## config.mk

```make
export PLATFORM = sky130hd
export DESIGN_NAME = dram_load_sequencer
export DESIGN_NICKNAME = d
export VERILOG_FILES = /design/src/rtl/dram_load_sequencer.sv
export SDC_FILE = /design/constraint.sdc
export NUM_CORES = 1
export LEC_CHECK = 0
export BUFFER_PORTS_ARGS = -buffer_cell sky130_fd_sc_hd__buf_2
export CAP_MARGIN = 10
export CORE_AREA = 2 2 125 151
export CTS_CLUSTER_SIZE = 40
export DETAILED_ROUTE_END_ITERATION = 7
export DIE_AREA = 0 0 127 153
export HOLD_SLACK_MARGIN = 0.1
export PLACE_DENSITY = 0.67
export SYNTH_ARGS = -nofsm -noshare
export SYNTH_HDL_FRONTEND = slang
export SYNTH_SLANG_ARGS = --single-unit
```

## constraint.sdc

```tcl
create_clock -name clk_i -period 12 [get_ports clk_i]
set_input_delay 0 -clock clk_i [delete_from_list [all_inputs] [get_ports clk_i]]
set_output_delay 0 -clock clk_i [all_outputs]
set_load 0.1 [all_outputs]
```

## src/rtl/dram_load_sequencer.sv

```systemverilog
// DRAM load sequencer: streams three DRAM regions (input, weight, signal) as one
// back-to-back read burst and steers the returning data into the input buffer or
// the shared weight/signal buffer after a fixed read latency.
// Optional feature: define DRAM_SEQ_RANGE_CHECK_EN to skip regions with finish < start
// and flag them on err_o.
module dram_load_sequencer #(
  parameter int unsigned DRAM_ADDR_WIDTH          = 18,
  parameter int unsigned SIG_ADDRS_WIDTH          = 16,
  parameter int unsigned INPUT_FEATURE_ADDR_WIDTH = 16,
  parameter int unsigned DRAM_RD_LATENCY          = 2
) (
  input  logic                                clk_i,
  input  logic                                general_rst_i,
  input  logic                                start_i,
  input  logic [DRAM_ADDR_WIDTH-1:0]          input_start_addr_dram_i,
  input  logic [DRAM_ADDR_WIDTH-1:0]          input_finish_addr_dram_i,
  input  logic [DRAM_ADDR_WIDTH-1:0]          weight_start_addr_dram_i,
  input  logic [DRAM_ADDR_WIDTH-1:0]          weight_finish_addr_dram_i,
  input  logic [DRAM_ADDR_WIDTH-1:0]          signal_start_addr_dram_i,
  input  logic [DRAM_ADDR_WIDTH-1:0]          signal_finish_addr_dram_i,
  output logic                                dram_rd_en_o,
  output logic [DRAM_ADDR_WIDTH-1:0]          dram_rd_address_o,
  output logic                                input_wr_en_o,
  output logic [INPUT_FEATURE_ADDR_WIDTH-1:0] input_wr_address_o,
  output logic                                weight_signal_wr_en_o,
  output logic [SIG_ADDRS_WIDTH-1:0]          weight_signal_wr_address_o,
  output logic                                busy_o,
  output logic                                done_o,
  output logic                                err_o
);

  localparam int unsigned AW = DRAM_ADDR_WIDTH;
  localparam logic [3:0] DrainLast = 4'(DRAM_RD_LATENCY - 1);

  typedef enum logic [2:0] {
    StIdle, StLdInput, StLdWeight, StLdSignal, StDrain, StDone
  } state_e;

  state_e state_q, state_d;
  logic [AW-1:0] addr_q, addr_d;
  logic [AW-1:0] in_start_q, in_start_d, in_fin_q, in_fin_d;
  logic [AW-1:0] w_start_q, w_start_d, w_fin_q, w_fin_d;
  logic [AW-1:0] s_start_q, s_start_d, s_fin_q, s_fin_d;
  logic [3:0] drain_q, drain_d;
  logic [INPUT_FEATURE_ADDR_WIDTH-1:0] in_cnt_q, in_cnt_d;
  logic [SIG_ADDRS_WIDTH-1:0] ws_cnt_q, ws_cnt_d;
  logic [DRAM_RD_LATENCY-1:0] pipe_en_q, pipe_en_d, pipe_tag_q, pipe_tag_d;
  logic err_q, err_d;

  // In IDLE the bounds are not latched yet, so region checks look at the ports.
  logic [AW-1:0] eff_in_start, eff_in_fin, eff_w_start, eff_w_fin, eff_s_start, eff_s_fin;
  logic in_ok, w_ok, s_ok;
  logic rd_en, go_in, go_w, go_s, go_drain;

  assign eff_in_start = (state_q == StIdle) ? input_start_addr_dram_i   : in_start_q;
  assign eff_in_fin   = (state_q == StIdle) ? input_finish_addr_dram_i  : in_fin_q;
  assign eff_w_start  = (state_q == StIdle) ? weight_start_addr_dram_i  : w_start_q;
  assign eff_w_fin    = (state_q == StIdle) ? weight_finish_addr_dram_i : w_fin_q;
  assign eff_s_start  = (state_q == StIdle) ? signal_start_addr_dram_i  : s_start_q;
  assign eff_s_fin    = (state_q == StIdle) ? signal_finish_addr_dram_i : s_fin_q;

`ifdef DRAM_SEQ_RANGE_CHECK_EN
  assign in_ok = (eff_in_fin >= eff_in_start);
  assign w_ok  = (eff_w_fin >= eff_w_start);
  assign s_ok  = (eff_s_fin >= eff_s_start);
  assign err_o = err_q;
`else
  // Inverted regions simply read upward through the address wrap.
  assign in_ok = 1'b1;
  assign w_ok  = 1'b1;
  assign s_ok  = 1'b1;
  assign err_o = 1'b0;
`endif

  assign rd_en = (state_q == StLdInput) || (state_q == StLdWeight) || (state_q == StLdSignal);

  // Next-state: region walk, bound latching, drain timing and write-address counters.
  always_comb begin
    state_d    = state_q;
    addr_d     = addr_q;
    in_start_d = in_start_q;
    in_fin_d   = in_fin_q;
    w_start_d  = w_start_q;
    w_fin_d    = w_fin_q;
    s_start_d  = s_start_q;
    s_fin_d    = s_fin_q;
    drain_d    = drain_q;
    err_d      = err_q;
    in_cnt_d   = input_wr_en_o ? in_cnt_q + INPUT_FEATURE_ADDR_WIDTH'(1) : in_cnt_q;
    ws_cnt_d   = weight_signal_wr_en_o ? ws_cnt_q + SIG_ADDRS_WIDTH'(1) : ws_cnt_q;
    go_in      = 1'b0;
    go_w       = 1'b0;
    go_s       = 1'b0;
    go_drain   = 1'b0;

    unique case (state_q)
      StIdle: begin
        if (start_i) begin
          in_start_d = input_start_addr_dram_i;
          in_fin_d   = input_finish_addr_dram_i;
          w_start_d  = weight_start_addr_dram_i;
          w_fin_d    = weight_finish_addr_dram_i;
          s_start_d  = signal_start_addr_dram_i;
          s_fin_d    = signal_finish_addr_dram_i;
          err_d      = ~(in_ok & w_ok & s_ok);
          in_cnt_d   = '0;
          ws_cnt_d   = '0;
          go_in      = 1'b1;
        end
      end
      StLdInput: begin
        if (addr_q == in_fin_q) go_w = 1'b1;
        else                    addr_d = addr_q + AW'(1);
      end
      StLdWeight: begin
        if (addr_q == w_fin_q) go_s = 1'b1;
        else                   addr_d = addr_q + AW'(1);
      end
      StLdSignal: begin
        if (addr_q == s_fin_q) go_drain = 1'b1;
        else                   addr_d = addr_q + AW'(1);
      end
      StDrain: begin
        if (drain_q == DrainLast) state_d = StDone;
        else                      drain_d = drain_q + 4'd1;
      end
      StDone:  state_d = StIdle;
      default: state_d = StIdle;
    endcase

    // Enter the next region; skipped regions fall through to the one after.
    if (go_in) begin
      if (in_ok) begin
        state_d = StLdInput;
        addr_d  = eff_in_start;
      end else begin
        go_w = 1'b1;
      end
    end
    if (go_w) begin
      if (w_ok) begin
        state_d = StLdWeight;
        addr_d  = eff_w_start;
      end else begin
        go_s = 1'b1;
      end
    end
    if (go_s) begin
      if (s_ok) begin
        state_d = StLdSignal;
        addr_d  = eff_s_start;
      end else begin
        go_drain = 1'b1;
      end
    end
    if (go_drain) begin
      state_d = StDrain;
      drain_d = '0;
    end
  end

  // Read-latency pipeline: rd_en and its input/weight-signal tag travel together.
  always_comb begin
    pipe_en_d     = pipe_en_q;
    pipe_tag_d    = pipe_tag_q;
    pipe_en_d[0]  = rd_en;
    pipe_tag_d[0] = (state_q == StLdInput);
    for (int unsigned i = 1; i < DRAM_RD_LATENCY; i++) begin
      pipe_en_d[i]  = pipe_en_q[i-1];
      pipe_tag_d[i] = pipe_tag_q[i-1];
    end
  end

  // State registers with asynchronous reset that also flushes in-flight reads.
  always_ff @(posedge clk_i or posedge general_rst_i) begin
    if (general_rst_i) begin
      state_q    <= StIdle;
      addr_q     <= '0;
      in_start_q <= '0;
      in_fin_q   <= '0;
      w_start_q  <= '0;
      w_fin_q    <= '0;
      s_start_q  <= '0;
      s_fin_q    <= '0;
      drain_q    <= '0;
      err_q      <= 1'b0;
      in_cnt_q   <= '0;
      ws_cnt_q   <= '0;
      pipe_en_q  <= '0;
      pipe_tag_q <= '0;
    end else begin
      state_q    <= state_d;
      addr_q     <= addr_d;
      in_start_q <= in_start_d;
      in_fin_q   <= in_fin_d;
      w_start_q  <= w_start_d;
      w_fin_q    <= w_fin_d;
      s_start_q  <= s_start_d;
      s_fin_q    <= s_fin_d;
      drain_q    <= drain_d;
      err_q      <= err_d;
      in_cnt_q   <= in_cnt_d;
      ws_cnt_q   <= ws_cnt_d;
      pipe_en_q  <= pipe_en_d;
      pipe_tag_q <= pipe_tag_d;
    end
  end

  assign dram_rd_en_o               = rd_en;
  assign dram_rd_address_o          = addr_q;
  assign input_wr_en_o              = pipe_en_q[DRAM_RD_LATENCY-1] & pipe_tag_q[DRAM_RD_LATENCY-1];
  assign weight_signal_wr_en_o      = pipe_en_q[DRAM_RD_LATENCY-1] & ~pipe_tag_q[DRAM_RD_LATENCY-1];
  assign input_wr_address_o         = in_cnt_q;
  assign weight_signal_wr_address_o = ws_cnt_q;
  assign busy_o                     = (state_q != StIdle);
  assign done_o                     = (state_q == StDone);

endmodule
```

# After elaboration in Yosys (flattened, before gate mapping)
# Cells that the tools add are included.
# word_totals
register_bits,169
latch_bits,0
ram_bits,0
mem_bits_ro,0
out_inout_bits,56
elab_cells,79
memories,0
# op_classes
add_sub_neg,4
n_mul,0
n_div,0
n_lt_le_gt_ge,0
eq_ne,15
shift,0
mux,33
bitwise,3
n_reduce_logical,11
# ops
operator,count
$mux 18,9
$mux 16,6
$eq 18x18->1,3
$pmux 18 s3,1
$add 16x1->16 const B,2
$add 18x1->18 const B,1
$mux 3,5
$ne 5x5->1 const B,3
$mux 4,3
$mux 1,8
$eq 3x2->1 const B,2
$eq 3x3->1 const B,2
$ne 6x6->1 const B,1
$pmux 3 s2,1
$reduce_and 2->1,3
$reduce_bool 6->1,1
$ne 5x1->1 const B,1
$add 4x1->4 const B,1
$eq 4x1->1 const B,1
$reduce_and 4->1,1
$reduce_or 4->1,1
$eq 3x1->1 const B,1
$logic_not 3->1,1
$reduce_bool 3->1,1
other kinds (5),7

# Depth between registers and ports, before layout
# depth
word_depth,7
mapped_depth,10

# Worst setup path before layout
# OpenSTA, ideal clock, no wires.
# synth_timing
path_kind,reg-to-reg
startpoint,"reg addr_q[4], in the netlist dram_rd_address_o[4]"
endpoint,"reg addr_q[15], in the netlist dram_rd_address_o[15]"
setup_time_ns,0.126
t_arrival_ns,2.731
required_time_ns,11.874
setup_slack_ns,9.143
stages_incl_launch_ff,10
period_less_slack_ns,2.857
cell_sequence,dfrtp_1 -> clkbuf_1 -> xor2_1 -> nor4_2 -> nand3_1 -> o21ai_4 -> o21ba_2 -> buf_6 -> buf_6 -> a221o_1
# synth_between
elab_chain_cells,6
elab_cells_between_ends,20
classes_between,add/sub (1); eq/ne (6); mux (11); reduce/logical (2)
# synth_lines
item,line_no,source
"start, declared",40,"logic [AW-1:0] addr_q, addr_d;"
"start signal, assigned",193,addr_q <= addr_d;
$add 18x1->18,"113, 117, 121",
"$mux 18, on equally long branches","120, 112, 116",
$pmux 18 s3,96,unique case (state_q)
$mux 18,132,if (go_in) begin
$mux 18,140,if (go_w) begin
$mux 18,148,if (go_s) begin
# Parallel ways exist; a longest one is shown, timed or not. The select of a mux whose other input is x is not followed.
# A chain may end at the register's enable or synchronous reset.

# Worst setup path in the final report
# layout_timing
startpoint,reg state_q[1]
endpoint,"reg addr_q[1], in the netlist dram_rd_address_o[1]"
# layout_between
elab_chain_cells,5
elab_cells_between_ends,19
classes_between,eq/ne (6); mux (10); reduce/logical (3)
# layout_lines
item,line_no,source
"start, declared",39,"state_e state_q, state_d;"
"start signal, assigned",177,state_q <= StIdle;
"start signal, assigned",192,state_q <= state_d;
$eq 3x2->1 (tied with other cells),96,
$pmux 18 s3 (tied with other cells),96,
$mux 18,132,
$mux 18,140,
$mux 18,148,
# Parallel ways exist; a longest one is shown, timed or not.

==> summary.json <==
{
  "leakagePower_nw": 5.362,
  "drc": 0,
  "endpoint_class_of_the_critical_path": "flop",
  "synth_cell_type_count": 50,
  "port_buffers": 165,
  "die_w_um": 127,
  "clk_transition_reported_paths_ps": 70,
  "finalCriticalPeriod_ps": 3391,
  "cp_data_required_time_ps": 12360,
  "final_nets": 1254,
  "postSynthAreaPerCell_um2": 8.760,
  "initial_utilization_pct": 44.26,
  "pin_count": 167,
  "cts_tree": "done",
  "final-setup-viol-count": 0,
  "fin_hold_ws_ps": 123.5,
  "cp.arrival_ps": 3750,
  "grt_util_overall_pct": 25.04,
  "clock-skew-final_ps": 11.99,
  "drive_gt1_share_pct": 19.29,
  "cts_setup_buffers": 0,
  "grt_first_pass_wirelength_um": 38090,
  "synthesis.instances": 908,
  "synthesis_to_finish_area_growth_pct": 31.10,
  "clkLatencyLatePin_ps": 430,
  "path_cells": "nor3_2, and2_4, buf_4, nand2_1, a21boi_0, mux2i_1, nor2_1, o21ai_1",
  "wl_per_cell_um": 17.17,
  "post-synth-top-area-cell": "sky130_fd_sc_hd__dfrtp_1",
  "synth_largest_type_area_fraction_pct": 47.51,
  "grt_antenna_before_repair": 0,
  "ys_warn_count": 0,
  "finalWeightedCongestion": 0.8362,
  "design.core.area_mm2": 0.01797,
  "num_vias": 7298,
  "yosysMostFrequentCell": "sky130_fd_sc_hd__nand2_1",
  "internal_power_mw": 0.8805,
  "nets_in_the_synthesized_netlist": 1024,
  "grt_start_max_net_pins": 96,
  "run_status": "completed",
  "synth_async_sr_flop_share_pct": 100.0,
  "critical_path.max_stage_delay_ps": 770,
  "die_y_um": 153,
  "die-area_mm2": 0.01943,
  "syn_area_mm2": 0.007954,
  "h-tree-depth": 4,
  "timing.setup.tns_ps": 0,
  "crit_fanout": 82,
  "switching_component_of_the_power_mw": 0.4042,
  "cts_max_path_bufs": 2,
  "synth_edf_count": 0,
  "worstSetupStartpointType": "flop",
  "hp-class": "input pin to flop",
  "dp_cells": 1237,
  "pwr-share-clk_pct": 41.6,
  "r2r_slack_ps": 8610,
  "flip_flop_and_latch_count_after_synthesis": 151,
  "pins_over_their_slew_limit": 0,
  "dominantRegCellSynth": "sky130_fd_sc_hd__dfrtp_1",
  "worst_max_slew_pin_slew_ps": 1172,
  "timing.final.hold_violations": 0,
  "rsz_0062_raised_after_global_routing": "no",
  "initial_drt_markers": 545,
  "yosys-top-cells-area": "sky130_fd_sc_hd__dfrtp_1, sky130_fd_sc_hd__nand2_1, sky130_fd_sc_hd__xor2_1, sky130_fd_sc_hd__mux2i_1, sky130_fd_sc_hd__nor2_1",
  "final_cell_count_no_fill": 1375,
  "vdd.ir_drop.worst_v": 0.00008529,
  "p_per_area_mw_per_mm2": 123.2,
  "pwr-share-comb_pct": 15.1,
  "drt-vias-per-instance": 5.308,
  "drv_cap": 0,
  "total_detailed_routing_wirelength_um": 23610,
  "synth.top_cells.by_count": "sky130_fd_sc_hd__nand2_1, sky130_fd_sc_hd__dfrtp_1, sky130_fd_sc_hd__xor2_1, sky130_fd_sc_hd__nor2_1, sky130_fd_sc_hd__clkbuf_1",
  "ys_seq_area_share_pct": 47.51,
  "num_rows": 54,
  "total_cts_buffers": 17,
  "cts.sinks": 151,
  "timing_worst_setup_path_type": "flop to flop",
  "antennaDiodeCount": 0,
  "timing.final.crit_share_pct": 28.26,
  "grt_pass1_vias": 7488,
  "critPathSlowestCell": "sky130_fd_sc_hd__buf_4",
  "pwr-share-seq_pct": 43.4,
  "detail_route.first_pass.iterations": 5,
  "dp.final_hpwl_um": 15170,
  "globalRoute.totalOverflow": 0,
  "switching_share_pct": 31.46,
  "antenna_violating_nets_post_route": 0,
  "max_freq_mhz": 294.9,
  "relSlewSlack_pct": 21.57,
  "cts_root_buffer": "sky130_fd_sc_hd__clkbuf_16"
}
-- layout make-up --
class	instances	area, um^2
repair buffers	275	1917
flip-flops and latches	151	3779
fillers	1576	7545
well taps	224	280.3
inverters	10	42.54
multi-input cells	683	3830
clock inverters	15	153.9
clock buffers	17	425.4
-- power groups by stage --
stage / Clock, mW / Combinational, mW / Sequential, mW
after floorplan: 0 / 0.0774 / 0.600
after global placement: 0 / 0.166 / 0.565
after detailed placement: 0 / 0.166 / 0.566
after CTS: 0.540 / 0.193 / 0.556
after global routing: 0.564 / 0.206 / 0.558
final: 0.534 / 0.194 / 0.557
-- worst max-delay path, delay by kind of cell, from the launching register on --
family / cells / cell delay, ps
and+or+nand+nor: 4 / 1530
buffers and inverters: 1 / 770
DFF: 1 / 460
AOI/OAI and AO/OA: 2 / 290
muxes: 1 / 180
-- layer usage --
layer / wire, um / global-route usage [%]
met3: 1310 / 5.145
met1: 9540 / 30.25
met2: 11890 / 43.24
met4: 872 / 10.68
met5: 0 / 0
-- cells by family (layout without fill, tap and decap cells) --
| group | after synthesis | after routing | synth area share (%) |
|---|---|---|---|
| muxes | 35 | 35 | 4.499 |
| other | 1 | 1 | 0.04715 |
| AOI/OAI and AO/OA | 95 | 95 | 7.881 |
| xor gates and xnor gates | 96 | 96 | 10.57 |
| DFF | 151 | 151 | 47.51 |
| buffers and inverters | 74 | 317 | 4.405 |
| adders and majority gates | 5 | 5 | 0.7865 |
| and+or+nand+nor | 451 | 451 | 24.30 |
-- flip-flops by register name, indices dropped and copies added, names as in the netlist --
register                    count
drain_q                         4
dram_rd_address_o              18
in_fin_q                       18
input_wr_address_o             16
pipe_en_q                       2
pipe_tag_q                      2
s_fin_q                        18
s_start_q                      18
state_q                         3
w_fin_q                        18
w_start_q                      18
weight_signal_wr_address_o     16
-- path summary, 6_finish.rpt --
kind | startpoint | to | depth (start not counted)
setup / recovery | state_q[1]$_DFFE_PP0P_ | dram_rd_address_o[1]$_DFFE_PP0P_ | 8
hold / removal | input_start_addr_dram_i[13] | dram_rd_address_o[13]$_DFFE_PP0P_ | 6
setup reg to reg | state_q[1]$_DFFE_PP0P_ | dram_rd_address_o[1]$_DFFE_PP0P_ | 8
hold reg to reg | pipe_tag_q[0]$_DFF_PP0_ | pipe_tag_q[1]$_DFF_PP0_ | 0
max in group asynchronous | general_rst_i | state_q[0]$_DFFE_PP0P_ | 4
min in group asynchronous | general_rst_i | input_wr_address_o[4]$_DFF_PP0_ | 3
-- layout by cell type (no fill, tap or decap), drive strengths merged, types with 5 or more instances in the layout --
cell type / Yosys / final
nand2: 310 / 310
dfrtp: 151 / 151
clkbuf: 34 / 17
mux2i: 29 / 29
mux2: 6 / 6
xor2: 74 / 74
inv: 10 / 19
ha: 5 / 5
a22o: 14 / 14
buf: 30 / 169
nor2: 56 / 56
nand3: 22 / 22
and2: 7 / 7
nor4: 18 / 18
a211oi: 7 / 7
nand4: 13 / 13
a21o: 5 / 5
a21oi: 33 / 33
o21ai: 18 / 18
dlygate4sd3: 0 / 106
o211ai: 5 / 5
xnor2: 22 / 22
-- timing repair --
| item | CTS | global route |
|---|---|---|
| endpoints found under the hold margin | 181 | 0 |
| hold buffers | 106 | 0 |
| gates resized for setup | 0 | 0 |
| endpoints found under the setup margin | 0 | 0 |
-- metrics by stage --
step | area (um^2) | setup slack, ps | util, % | power (mW)
2_1_floorplan | 7954 | 7935 | - | 0.6774
3_3_place_gp | 8787 | 8751 | 48.89 | 0.7306
6_report | 10430 | 8609 | 58.02 | 1.285
3_5_place_dp | 8787 | 8723 | 48.89 | 0.7321
5_1_grt | 10430 | 8317 | 58.02 | 1.328
4_1_cts | 10430 | 8670 | 58.02 | 1.289
(Power assumes the default switching activity.)
